`config.mk`:
```
export PLATFORM = sky130hd
export DESIGN_NAME = fetch_decode_ff
export DESIGN_NICKNAME = d
export VERILOG_FILES = /design/src/rtl/fetch_decode_ff.sv
export SDC_FILE = /design/constraint.sdc
export NUM_CORES = 1
export LEC_CHECK = 0
export ABC_AREA = 1
export CAP_MARGIN = 10
export CELL_PAD_IN_SITES_DETAIL_PLACEMENT = 0
export CELL_PAD_IN_SITES_GLOBAL_PLACEMENT = 2
export CORE_MARGIN = 3
export CORE_UTILIZATION = 30
export DETAILED_ROUTE_END_ITERATION = 12
export GPL_ROUTABILITY_DRIVEN = 0
export PLACE_DENSITY_LB_ADDON = 0.1
export SLEW_MARGIN = 10
export SYNTH_ARGS = -nofsm -noshare
export SYNTH_HDL_FRONTEND = slang
export SYNTH_SLANG_ARGS = --single-unit
```
`constraint.sdc`:
```
create_clock -name clk -period 3.2 [get_ports clk]
set_input_delay 0.32 -clock clk [delete_from_list [all_inputs] [get_ports clk]]
set_output_delay 0.32 -clock clk [all_outputs]
set_load 0.02 [all_outputs]
```
`src/rtl/fetch_decode_ff.sv`:
```
// Fetch/decode pipeline register with a one-entry skid buffer.
// It holds on stall, clears on flush, and produces the valid/NOP qualification for decode.
module fetch_decode_ff #(
  parameter logic [15:0] NOP_INST = 16'h0800
) (
  input  logic        clk,
  input  logic        rst,
  input  logic [15:0] inst_FD_in,
  input  logic [15:0] inc_PC_FD_in,
  input  logic        fetch_valid,
  input  logic        stall,
  input  logic        flush,
  output logic        fetch_ready,
  output logic [15:0] inst_FD_out,
  output logic [15:0] inc_PC_FD_out,
  output logic        valid_FD_out,
  output logic        insert_NOP_out
);

  logic [15:0] r_inst;
  logic [15:0] r_pc;
  logic        r_valid;
  logic [15:0] r_skid_inst;
  logic [15:0] r_skid_pc;
  logic        r_skid_valid;
  logic        r_fetch_ready;

  logic w_accept;

  // A fetch presented while not ready is ignored outright.
  assign w_accept = fetch_valid & r_fetch_ready;

  always_ff @(posedge clk or posedge rst) begin
    if (rst) begin
      r_inst        <= NOP_INST;
      r_pc          <= 16'h0000;
      r_valid       <= 1'b0;
      r_skid_inst   <= NOP_INST;
      r_skid_pc     <= 16'h0000;
      r_skid_valid  <= 1'b0;
      r_fetch_ready <= 1'b1;
    end else if (flush) begin
      // Everything held or arriving now is on the wrong path.
      r_inst        <= NOP_INST;
      r_pc          <= 16'h0000;
      r_valid       <= 1'b0;
      r_skid_valid  <= 1'b0;
      r_fetch_ready <= 1'b1;
    end else if (stall) begin
      if (w_accept) begin
        r_skid_inst   <= inst_FD_in;
        r_skid_pc     <= inc_PC_FD_in;
        r_skid_valid  <= 1'b1;
        r_fetch_ready <= 1'b0;
      end
    end else if (r_skid_valid) begin
      // Drain the parked instruction; fetch_ready is low so nothing else can arrive.
      r_inst        <= r_skid_inst;
      r_pc          <= r_skid_pc;
      r_valid       <= 1'b1;
      r_skid_valid  <= 1'b0;
      r_fetch_ready <= 1'b1;
    end else if (w_accept) begin
      r_inst  <= inst_FD_in;
      r_pc    <= inc_PC_FD_in;
      r_valid <= 1'b1;
    end else begin
      r_inst  <= NOP_INST;
      r_pc    <= 16'h0000;
      r_valid <= 1'b0;
    end
  end

  assign fetch_ready    = r_fetch_ready;
  assign inst_FD_out    = r_inst;
  assign inc_PC_FD_out  = r_pc;
  assign valid_FD_out   = r_valid;
  assign insert_NOP_out = stall | ~r_valid;

endmodule

```
==> results.json <==
{
  "rsz0062_at_grt": "no",
  "finalCritPeriodShare_pct": 63.4,
  "p_clk_share_pct": 31.9,
  "fin_crit_ps": 2030,
  "slew_violations": 0,
  "fin_ws_ps": 1170,
  "cts_buffers": 9,
  "cts-resized-gates": 0,
  "finalHoldViolCount": 0,
  "drv_cap": 0,
  "die_area_sq_um": 11500,
  "hold_buffers": 0,
  "p_int_mw": 1.42,
  "avgSynthCellArea_sq_um": 7.59,
  "cts_tree": "built",
  "overflow": 0,
  "crit_fanout": 33,
  "peakVddDrop_mv": 0.202,
  "timing.setup.tns_ps": 0,
  "path_clk_slew_ps": 70,
  "finalClockSkew_ps": 9.43,
  "timing.slew.headroom_pct": 40.8,
  "initial_core_util_pct": 31.2,
  "p_comb_share_pct": 17.7,
  "core_area_sq_um": 9860,
  "via_per_inst": 4.51,
  "layout_commonest_cell": "nand2_1",
  "grt_max_degree": 42,
  "post-cts-setup-buffers": 0,
  "die_w_microns": 107,
  "synth_area_sq_um": 3080,
  "setup-violations-final": 0,
  "insertedDiodeCount": 0,
  "critPathSlowestCell": "nand2_2",
  "htreeDepth": 3,
  "switching_share_pct": 28.9,
  "final_util_pct": 41.2,
  "drtAntennaViolNets": 0,
  "grt_pass1_vias": 2807,
  "fmax_ghz": 0.493,
  "area_growth_pct": 31.8,
  "hpwlAfterDp_microns": 5000,
  "root_buffer": "clkbuf_8",
  "grt_pass1_wl_microns": 14600,
  "power.switching_mw": 0.576,
  "post-place-ws_ps": 1130,
  "seqPwrFrac_pct": 50.4,
  "firstDrtPassIters": 4,
  "grt_usage_pct": 16.3,
  "yosysUniqueCellTypes": 13,
  "io_buffers": 71,
  "slowest_delay_ps": 650,
  "postSynthCellCount": 406,
  "yosys_warnings": 0,
  "vias": 2732,
  "synth-seq-area-share_pct": 54.5,
  "routedWlPerCell_microns": 14.5,
  "run_status": "completed",
  "crit_chain": "inv_2 -> nand2_2 -> nand3_1 -> nand2_1",
  "endpoint_kind": "flip-flop",
  "rows": 36,
  "nets": 505,
  "route.detailed.drc": 0,
  "final_cell_mix": "nand2_1 (229), clkdlybuf4s50_1 (71), dfrtp_1 (64)",
  "path_class": "reg2reg",
  "critical_path_arrival_ps": 2250,
  "clock_latency_ps": 330,
  "drt_iter0_drc": 141,
  "p_leak_nw": 2.12,
  "syn-num-nets": 443,
  "synth-seq-cells": 67,
  "layout-drive-gt1-share_pct": 5.71,
  "ctsLongestPathBuffers": 2,
  "hold_class": "in2async",
  "cts_sinks": 67,
  "pin_count": 72,
  "tightestPinTransition_ps": 886,
  "die_y_microns": 107,
  "cp.required_ps": 3420,
  "power_density_nw_per_um2": 491,
  "drt_wl_total_microns": 8770,
  "crit_path_start_kind": "flip-flop",
  "antenna_found_initial": 0
}
-- routing by layer --
layer	vias to the layer above	share of wire, %	global-route usage [%]
met5	-	0	0
met4	0	1.0	4.06
met3	8	4.1	4.44
met2	57	49	27.3
met1	1284	46	21.0
li1	1383	-	-
-- cell usage after synthesis --
cell	count	area share [%]
buf_1	1	0.12
buf_2	18	2.9
buf_4	6	1.5
clkbuf_1	1	0.12
dfrtp_1	64	52
dfstp_2	3	2.6
inv_1	8	0.97
inv_2	1	0.12
nand2_1	229	28
nand2_2	1	0.20
nand3_1	63	10
nor2_1	10	1.2
o21ai_0	1	0.16
-- cells by family (layout without fill, tap and decap cells) --
group | count (synthesis) | in the layout | share of synthesized area (%)
flip-flops | 67 | 67 | 54.5
AO/OA/AOI/OAI | 1 | 1 | 0.162
buffers and inverters | 35 | 102 | 5.73
AND/OR/NAND/NOR | 303 | 303 | 39.6
-- registers in the layout, summed over array words and instances (netlist names) --
signal and count:
inc_PC_FD_out 16, inst_FD_out 16, valid_FD_out 1, r_skid_inst 16
r_skid_valid 1, fetch_ready 1, r_skid_pc 16
-- final cells by class --
cell class,count,area [sq um]
fillers,1042,5800
flip-flops and latches,67,1680
multi-input cells,304,1240
repair buffers,77,768
well taps,133,166
clock buffers,14,163
inverters,9,33.8
clock inverters,2,10.0
-- stage by stage --
step,cell area (sq um),power [mW],hold slack (ps),instances
finish,4060,1.99,384,606
global route,4060,2.12,411,606
global placement,3890,1.38,452,590
CTS,4060,2.04,388,606
detailed placement,3890,1.38,455,590
floorplan,3080,1.22,432,406
-- power by group through the flow --
stage / clock [mW] / sequential (mW) / combinational, mW
floorplan: 0 / 1.03 / 0.189
global placement: 0 / 1.02 / 0.357
detailed placement: 0 / 1.02 / 0.361
CTS: 0.673 / 1.01 / 0.362
global route: 0.701 / 1.02 / 0.402
finish: 0.636 / 1.01 / 0.354
-- worst paths after layout --
| kind | end | depth (start not counted) | from | slack, ps |
|---|---|---|---|---|
| max in group asynchronous | inc_PC_FD_out[10] | 3 | rst | 2170 |
| min in group clk | r_skid_inst[11] | 2 | r_skid_inst[11] | 470 |
| worst min register to register | r_skid_inst[11] | 2 | r_skid_inst[11] | 470 |
| worst max register to register | inc_PC_FD_out[9] | 4 | r_skid_valid | 1170 |
| worst max-delay path | inc_PC_FD_out[9] | 4 | r_skid_valid | 1170 |
| worst min-delay path | inst_FD_out[9] | 2 | rst | 380 |
-- critical path: cells and delay by family, from the launching register on --
kind	cells	cell delay, ps
simple gates	3	1020
buf+inv	1	500
flops	1	390
Power figures use the tool's default switching activity.
